==> config.mk <==
export PLATFORM = sky130hd
export DESIGN_NAME = alu
export DESIGN_NICKNAME = d
export VERILOG_FILES = /design/src/rtl/alu_pkg.sv /design/src/rtl/alu_core.sv /design/src/rtl/alu.sv
export SDC_FILE = /design/constraint.sdc
export NUM_CORES = 1
export LEC_CHECK = 0
export CAP_MARGIN = 30
export CELL_PAD_IN_SITES_DETAIL_PLACEMENT = 2
export CELL_PAD_IN_SITES_GLOBAL_PLACEMENT = 2
export CORE_UTILIZATION = 25
export DETAILED_ROUTE_END_ITERATION = 12
export PLACE_DENSITY_LB_ADDON = 0.1
export SLEW_MARGIN = 20
export SYNTH_ARGS = -nofsm -noshare
export SYNTH_HDL_FRONTEND = slang
export SYNTH_SLANG_ARGS = --single-unit
==> constraint.sdc <==
create_clock -name clk -period 1 [get_ports clk]
set_input_delay 0.15 -clock clk [delete_from_list [all_inputs] [get_ports clk]]
set_output_delay 0.15 -clock clk [all_outputs]
set_load 0.005 [all_outputs]
==> src/rtl/alu_pkg.sv <==
// rtl/alu_pkg.sv - opcode/funct encodings and helpers shared by the ALU files
//
// Purpose: one place for the MIPS-style opcode [31:26] and R-type funct
//          encodings decoded by alu_core, plus small datapath helpers.
// Ports:   none (package).
// Config:  ALU_VAR_SHIFT_EN selects whether the variable shifts are decoded
//          (the encodings are always defined here).

package alu_pkg;

    localparam int XLEN = 32;

    // Opcodes
    localparam logic [5:0] OP_RTYPE = 6'b000000;
    localparam logic [5:0] OP_BEQ   = 6'b000100;
    localparam logic [5:0] OP_BNE   = 6'b000101;
    localparam logic [5:0] OP_ADDI  = 6'b001000;
    localparam logic [5:0] OP_ADDIU = 6'b001001;
    localparam logic [5:0] OP_SLTI  = 6'b001010;
    localparam logic [5:0] OP_SLTIU = 6'b001011;
    localparam logic [5:0] OP_ANDI  = 6'b001100;
    localparam logic [5:0] OP_ORI   = 6'b001101;
    localparam logic [5:0] OP_XORI  = 6'b001110;
    localparam logic [5:0] OP_LUI   = 6'b001111;
    localparam logic [5:0] OP_LW    = 6'b100011;
    localparam logic [5:0] OP_SW    = 6'b101011;

    // R-type funct codes
    localparam logic [5:0] FN_SLL  = 6'b000000;
    localparam logic [5:0] FN_SRL  = 6'b000010;
    localparam logic [5:0] FN_SRA  = 6'b000011;
    localparam logic [5:0] FN_SLLV = 6'b000100;
    localparam logic [5:0] FN_SRLV = 6'b000110;
    localparam logic [5:0] FN_SRAV = 6'b000111;
    localparam logic [5:0] FN_ADD  = 6'b100000;
    localparam logic [5:0] FN_ADDU = 6'b100001;
    localparam logic [5:0] FN_SUB  = 6'b100010;
    localparam logic [5:0] FN_SUBU = 6'b100011;
    localparam logic [5:0] FN_AND  = 6'b100100;
    localparam logic [5:0] FN_OR   = 6'b100101;
    localparam logic [5:0] FN_XOR  = 6'b100110;
    localparam logic [5:0] FN_NOR  = 6'b100111;
    localparam logic [5:0] FN_SLT  = 6'b101010;
    localparam logic [5:0] FN_SLTU = 6'b101011;

    // Set-less-than results are a single bit placed in the LSB of the word.
    function automatic logic [XLEN-1:0] flag_word(input logic b);
        return {{(XLEN-1){1'b0}}, b};
    endfunction

    function automatic logic [XLEN-1:0] sext16(input logic [15:0] imm);
        return {{(XLEN-16){imm[15]}}, imm};
    endfunction

    function automatic logic [XLEN-1:0] zext16(input logic [15:0] imm);
        return {{(XLEN-16){1'b0}}, imm};
    endfunction

endpackage

==> src/rtl/alu_core.sv <==
// rtl/alu_core.sv - combinational ALU datapath and branch decision
//
// Purpose: decodes opcode/funct and produces the next result word and the
//          next branch-taken flag from the current operands. No state.
// Ports:   opcode_i      instruction opcode [31:26]
//          funct_i       R-type funct field (only used for opcode 000000)
//          rs_i, rt_i    register operands
//          shamt_i       constant shift amount
//          immediate_i   I-type immediate
//          result_o      next ALU result
//          branch_o      next branch-taken flag
// Config:  ALU_VAR_SHIFT_EN defined -> sllv/srlv/srav decoded; undefined ->
//          those funct codes fall into the unlisted (zero) case.

module alu_core
    import alu_pkg::*;
#(
    parameter int DATA_W = 32
) (
    input  logic [5:0]        opcode_i,
    input  logic [5:0]        funct_i,
    input  logic [DATA_W-1:0] rs_i,
    input  logic [DATA_W-1:0] rt_i,
    input  logic [4:0]        shamt_i,
    input  logic [15:0]       immediate_i,
    output logic [DATA_W-1:0] result_o,
    output logic              branch_o
);

    logic [DATA_W-1:0] simm;
    logic [DATA_W-1:0] zimm;

    assign simm = sext16(immediate_i);
    assign zimm = zext16(immediate_i);

    always_comb begin
        result_o = '0;
        branch_o = 1'b0;
        case (opcode_i)
            OP_RTYPE: begin
                case (funct_i)
                    FN_ADD, FN_ADDU: result_o = rs_i + rt_i;
                    FN_SUB, FN_SUBU: result_o = rs_i - rt_i;
                    FN_AND:          result_o = rs_i & rt_i;
                    FN_OR:           result_o = rs_i | rt_i;
                    FN_XOR:          result_o = rs_i ^ rt_i;
                    FN_NOR:          result_o = ~(rs_i | rt_i);
                    FN_SLT:          result_o = flag_word($signed(rs_i) < $signed(rt_i));
                    FN_SLTU:         result_o = flag_word(rs_i < rt_i);
                    FN_SLL:          result_o = rt_i << shamt_i;
                    FN_SRL:          result_o = rt_i >> shamt_i;
                    FN_SRA:          result_o = $unsigned($signed(rt_i) >>> shamt_i);
`ifdef ALU_VAR_SHIFT_EN
                    // Only the low five bits of rs select the shift distance.
                    FN_SLLV:         result_o = rt_i << rs_i[4:0];
                    FN_SRLV:         result_o = rt_i >> rs_i[4:0];
                    FN_SRAV:         result_o = $unsigned($signed(rt_i) >>> rs_i[4:0]);
`endif
                    default:         result_o = '0;
                endcase
            end
            OP_ADDI, OP_ADDIU: result_o = rs_i + simm;
            OP_SLTI:           result_o = flag_word($signed(rs_i) < $signed(simm));
            OP_SLTIU:          result_o = flag_word(rs_i < simm);
            OP_ANDI:           result_o = rs_i & zimm;
            OP_ORI:            result_o = rs_i | zimm;
            OP_XORI:           result_o = rs_i ^ zimm;
            OP_LUI:            result_o = {immediate_i, {(DATA_W-16){1'b0}}};
            OP_LW, OP_SW:      result_o = rs_i + simm;
            // Branches report the difference as well as the decision.
            OP_BEQ: begin
                result_o = rs_i - rt_i;
                branch_o = (rs_i == rt_i);
            end
            OP_BNE: begin
                result_o = rs_i - rt_i;
                branch_o = (rs_i != rt_i);
            end
            default: begin
                result_o = '0;
                branch_o = 1'b0;
            end
        endcase
    end

endmodule

==> src/rtl/alu.sv <==
// rtl/alu.sv - registered ALU top: output registers around alu_core
//
// Purpose: captures the combinational result/branch from alu_core on every
//          rising clk edge (1-cycle latency, no enable). rst clears both
//          outputs asynchronously.
// Ports:   clk, rst        clock, asynchronous active-high reset
//          opcode          opcode [31:26]
//          rs_content      rs operand
//          rt_content      rt operand
//          shamt           shift amount
//          ALU_control     R-type funct
//          immediate       I-type immediate
//          ALU_result      registered result
//          sig_branch      registered branch-taken flag
// Config:  ALU_VAR_SHIFT_EN (see alu_core) enables sllv/srlv/srav.

module alu
    import alu_pkg::*;
#(
    parameter int DATA_W = 32
) (
    input  logic              clk,
    input  logic              rst,
    input  logic [5:0]        opcode,
    input  logic [DATA_W-1:0] rs_content,
    input  logic [DATA_W-1:0] rt_content,
    input  logic [4:0]        shamt,
    input  logic [5:0]        ALU_control,
    input  logic [15:0]       immediate,
    output logic [DATA_W-1:0] ALU_result,
    output logic              sig_branch
);

    logic [DATA_W-1:0] result_d, result_q;
    logic              branch_d, branch_q;

    alu_core #(
        .DATA_W (DATA_W)
    ) u_core (
        .opcode_i    (opcode),
        .funct_i     (ALU_control),
        .rs_i        (rs_content),
        .rt_i        (rt_content),
        .shamt_i     (shamt),
        .immediate_i (immediate),
        .result_o    (result_d),
        .branch_o    (branch_d)
    );

    always_ff @(posedge clk or posedge rst) begin
        if (rst) begin
            result_q <= '0;
            branch_q <= 1'b0;
        end else begin
            result_q <= result_d;
            branch_q <= branch_d;
        end
    end

    assign ALU_result = result_q;
    assign sig_branch = branch_q;

endmodule

# Word-level counts from Yosys, hierarchy flattened
# Index checks and enable logic that the tools add are counted.
dict set report op_classes {
  addsub 3
  n_lt_le_gt_ge 4
  eq_ne 26
  shift 3
  muxes 3
  bitwise_logic 7
  n_reduce_logical 6
}
# operator count
set ops {}
lappend ops {{32-bit case mux with 11 select lines} 1}
lappend ops {{32-bit case mux with 9 select lines} 1}
lappend ops {{32-bit less-than comparator} 3}
lappend ops {{6-bit == test (second input constant)} 12}
lappend ops {{32-bit adder} 2}
lappend ops {{6-bit by 4-bit == test with 1-bit output (second input constant)} 8}
lappend ops {{32-bit by 16-bit bitwise AND with 32-bit output} 1}
lappend ops {{32-bit bitwise AND} 1}
lappend ops {{32-bit == test} 1}
lappend ops {{32-bit by 16-bit less-than comparator with 1-bit output} 1}
lappend ops {{32-bit != test} 1}
lappend ops {{32-bit inverter} 1}
lappend ops {{32-bit by 16-bit bitwise OR with 32-bit output} 1}
lappend ops {{32-bit bitwise OR} 1}
lappend ops {{32-bit by 5-bit << shifter with 32-bit output} 1}
lappend ops {{32-bit by 5-bit right shift with 32-bit output} 1}
lappend ops {{32-bit by 5-bit >>> shifter with 32-bit output} 1}
lappend ops {{32-bit subtractor} 1}
lappend ops {{32-bit by 16-bit XOR with 32-bit output} 1}
lappend ops {{32-bit XOR} 1}
lappend ops {{6-bit by 2-bit == test with 1-bit output (second input constant)} 2}
lappend ops {{6-bit by 3-bit == test with 1-bit output (second input constant)} 2}
lappend ops {{6-bit zero test} 2}
lappend ops {{2-bit OR reduction} 3}
lappend ops {{2 further kinds} 2}
dict set report word_totals {
  regBits 33
  input_bits 99
  elab_cells 54
}

# Depth between registers and ports, before layout
# Gate-level depths: netlist (run 1).
dict set report logic_depth {
  ltp_word 4
  mapped_depth 14
}

# By module
# Synthesis (run 1) repeated with hierarchy kept, for this count alone.
dict set report hier_totals {
  hier_cells 1966
  hier_area_um2 14068.5
}
# mod n_inst cells_each area_each_um2 seq_area_each_um2
set by_module_without_submodules {}
lappend by_module_without_submodules {alu_core 1 1932 13238.9 0.0}
lappend by_module_without_submodules {alu 1 34 829.5 825.8}

# Worst setup path after synthesis (run 1)
# No wires, ideal clock.
dict set report synth_timing {
  path_kind {input -> register}
  from {input port rs_content[2]}
  to {register result_q[19], in the netlist ALU_result[19]}
  setup_ns 0.118
  t_arrival_ns 2.565
  t_required_ns 0.882
  path_slack_ns -1.683
  cell_stages 13
  path_cell_list {inv_1 ha_1 buf_6 nor3_2 o311ai_4 a311oi_1 or4b_1 and2_4 buf_6 a221oi_4 xnor2_1 o221ai_2 a21o_1}
}
dict set report synth_between {
  elab_chain_cells 3
  elab_cells_between_ends 5
}
# item line
set synth_lines {}
lappend synth_lines {{start: declaration} alu.sv:25} ;# input logic [DATA_W-1:0] rs_content,
lappend synth_lines {{32-bit subtractor / 32-bit adder (equally long branches)} n/a}
lappend synth_lines {{32-bit case mux with 11 select lines} alu_core.sv:41} ;# case (funct_i)
lappend synth_lines {{32-bit case mux with 9 select lines (*)} alu_core.sv:39} ;# case (opcode_i)
lappend synth_lines {{named net result_d[19]} alu.sv:34} ;# logic [DATA_W-1:0] result_d, result_q;
lappend synth_lines {{end signal: assignment} alu.sv:55} ;# result_q <= result_d;
lappend synth_lines {{end: declaration} alu.sv:34}
# The timed path passes the listed nets; every way through them passes the cells marked *.

# Final worst setup path (run 1)
dict set report layout_timing {
  from {input port rs_content[0]}
  to {register result_q[19], in the netlist ALU_result[19]}
}
# Same word-level chain as after synthesis.

==> results of run 1 <==
-- cells by family (layout without fill, tap and decap cells) --
family / count (synthesis) / in the layout / share of synthesized area, %
AO/OA/AOI/OAI: 673 / 673 / 32.0
flip-flops: 33 / 33 / 5.84
multiplexers: 147 / 147 / 15.1
adder cells (fa/ha/maj): 180 / 180 / 16.1
buffers and inverters: 290 / 1256 / 8.31
AND/OR/NAND/NOR: 510 / 510 / 16.8
XOR/XNOR: 95 / 95 / 5.89
-- metal layers --
| metal | GRT usage, % | share of wire, % | up-vias |
|---|---|---|---|
| met2 | 63.4 | 49 | 725 |
| met4 | 17.7 | 5.7 | 4 |
| met3 | 3.52 | 4.7 | 225 |
| li1 | - | - | 9114 |
| met5 | 0 | 0.021 | - |
| met1 | 44.8 | 40 | 10788 |
-- registers in the layout, indices dropped and copies added (netlist names) --
register,count
ALU_result,32
sig_branch,1
-- cell usage after synthesis, types with 25 or more instances --
master	count	area, sq um
ha_1	177	2210
a21oi_1	172	861
nor2_1	170	638
inv_1	145	544
nand2_1	135	507
o21ai_0	115	576
clkbuf_1	83	312
mux2i_1	80	801
xnor2_1	80	701
nor3_1	53	265
mux4_2	51	1150
a211oi_1	48	360
dfrtp_1	33	826
buf_2	32	160
nand3_1	31	155
o21ai_1	30	150
o211ai_1	26	195
o221ai_1	25	219
-- timing repair --
item                       4_1_cts  5_1_grt
setup endpoints to repair       66       45
gates cloned                     4        3
setup buffers                  101       41
pin swaps                      167      124
gates resized for setup        803      223
-- final cells by class --
cell class                 instances  area, sq um  area share [%]
multi-input combinational       1605        14900            56.1
timing repair buffer            1097         9070            34.1
tap                              748          936            3.52
sequential                        33          826            3.11
inverter                         151          662            2.49
clock buffer                       7          153           0.575
clock inverter                     1         5.00          0.0188
-- power groups by stage --
stage	registers, uW	logic, uW	clock network [uW]
after floorplan	1500	5800	0
after global placement	1520	12300	0
after detailed placement	1520	12700	0
after CTS	1500	14400	1830
after global routing	1490	16300	1910
final	1490	15700	1870
-- per-stage QoR --
stage	hold WS [ps]	area [sq um]	setup WS (ps)
detailed placement	543	22800	-2750
CTS	226	25600	-1760
global route	225	26600	-1880
floorplan	279	15000	-1670
finish	208	26600	-1750
global placement	531	22800	-2590
-- worst max path at each step --
stage	end	slack (ps)	depth (start not counted)
floorplan	ALU_result[19]	-1670	12
global placement	ALU_result[30]	-2590	14
detailed placement	ALU_result[30]	-2750	14
CTS	ALU_result[24]	-1760	13
global route	ALU_result[24]	-1880	18
finish	ALU_result[19]	-1750	15
==> run metrics, run 1 <==
Initial Utilization 25.5%; DR iter-0 viols 1591; Leak 0.0120 uW; Remaining DRCs 0; Avg Cell Area, Syn 7.33 sq um; total negative setup slack -50670 ps; PwrDens 718 nW/um^2; CTS tree built; final setup vio count 41; Post-synth EDFFs 0; placed cells 3506; Mapped Area 14100 sq um; initial antenna violation count 3; Die Ht 240 um; RSZ-0062 raised after global routing yes; violated checks setup timing; first-pass GRT wire length 153000 um; First-pass DRT Iterations 6; worst hold path type in2async; status finished with violations; Total GRT Usage between 30% and 40%; Rows 86; switching share of power 48.4%; Crit Path Class in2reg; Sequential Power Share 7.8%; Buf/Inv on CP 5; most common cell after layout, fill and taps aside buf_4; Layout area overhead 87.9%; crit-path max FO 3; Critical Path Slowest Stage Cell or4b_4; I/O pin cnt ~130; global route overflow 0; Critical Path AT 2950 ps; Slew @ Worst Pin 725 ps; # nets final between 3000 and 4000; endpoints failing hold 0; # diodes 0; Fmax 363 MHz; WL per Instance about 31 um; CTS Buf Count 5; total power 19100 uW; clock-pin slew on the worst setup and hold paths 70 ps; Final Max Tran Viols 0; crit path cell chain buf_8 -> buf_6 -> buf_12 -> inv_16 -> ha_4 -> buf_6 -> nor3_4 -> o311ai_4 -> a311oi_2 -> or4b_4 -> and2_4 -> a221oi_4 -> o221a_1 -> o21ai_2 -> a21o_1; crit-path max cell delay 610 ps; total number of yosys warnings 0; design internal power 9840 uW; input/output buffers 131; die extent in x 240 um; DR vias 20856; Routed Antenna Nets 0; top_reg_cell synth dfrtp_1; worst vdd ir 637 uV; Tcrit/Tclk final 275%; sw power 9240 uW; hold-fix buffers at CTS 0; max_cap viols 0; Gate power share ~80%; max_slew headroom between 50% and 60%; Worst setup EP type flip-flop; share of cells above drive strength 1 54.1%; Post-synth ARST share 100%; routability congestion estimate from global placement 1.01; Vias/cell 5.73; Worst setup startpoint rs_content[0]; commonest cells after routing, fill and taps aside buf_4 (841), nor2_1 (144), nand2_1 (124); Finished Layout Cells 3642; Final HPWL DP 85900 um; kind of cell adding the most delay to the critical path compound AO/OA/AOI/OAI gates; sequential fraction of the synthesis area 5.84%; fin util 47.9%; maximum clock path buffer count 2; CP required roughly 1200 ps; clock share of power around a tenth; Unique masters post-synth 89; Worst Slack Setup Final -1750 ps; vias in the first global route between 20000 and 25000; Setup crit start kind input port; Mapped Nets 2207; Filler Cell Count 6057; Mapped Cells 1928; Sink Count 33; root buffer cell clkbuf_16; H-tree Lvls 2; cell mode on critical path buf_6; Seq cells post-synth 33; die area about 57000 sq um; largest net degree at the start of global routing between 50 and 60; final wirelength 112000 um; total core area 55400 sq um; crit path time final roughly 2800 ps
Note: power is estimated with default switching activity, not from simulation.
==> inputs of run 2 (changes only) <==
--- a/config.mk
+++ b/config.mk
@@ -11,7 +11,7 @@
 export CORE_UTILIZATION = 25
 export DETAILED_ROUTE_END_ITERATION = 12
 export PLACE_DENSITY_LB_ADDON = 0.1
-export SLEW_MARGIN = 20
+export SLEW_MARGIN = 30
 export SYNTH_ARGS = -nofsm -noshare
 export SYNTH_HDL_FRONTEND = slang
 export SYNTH_SLANG_ARGS = --single-unit
==> results of run 2 <==
Same layout as run 1: the final DEF is identical, and so are final timing and power.
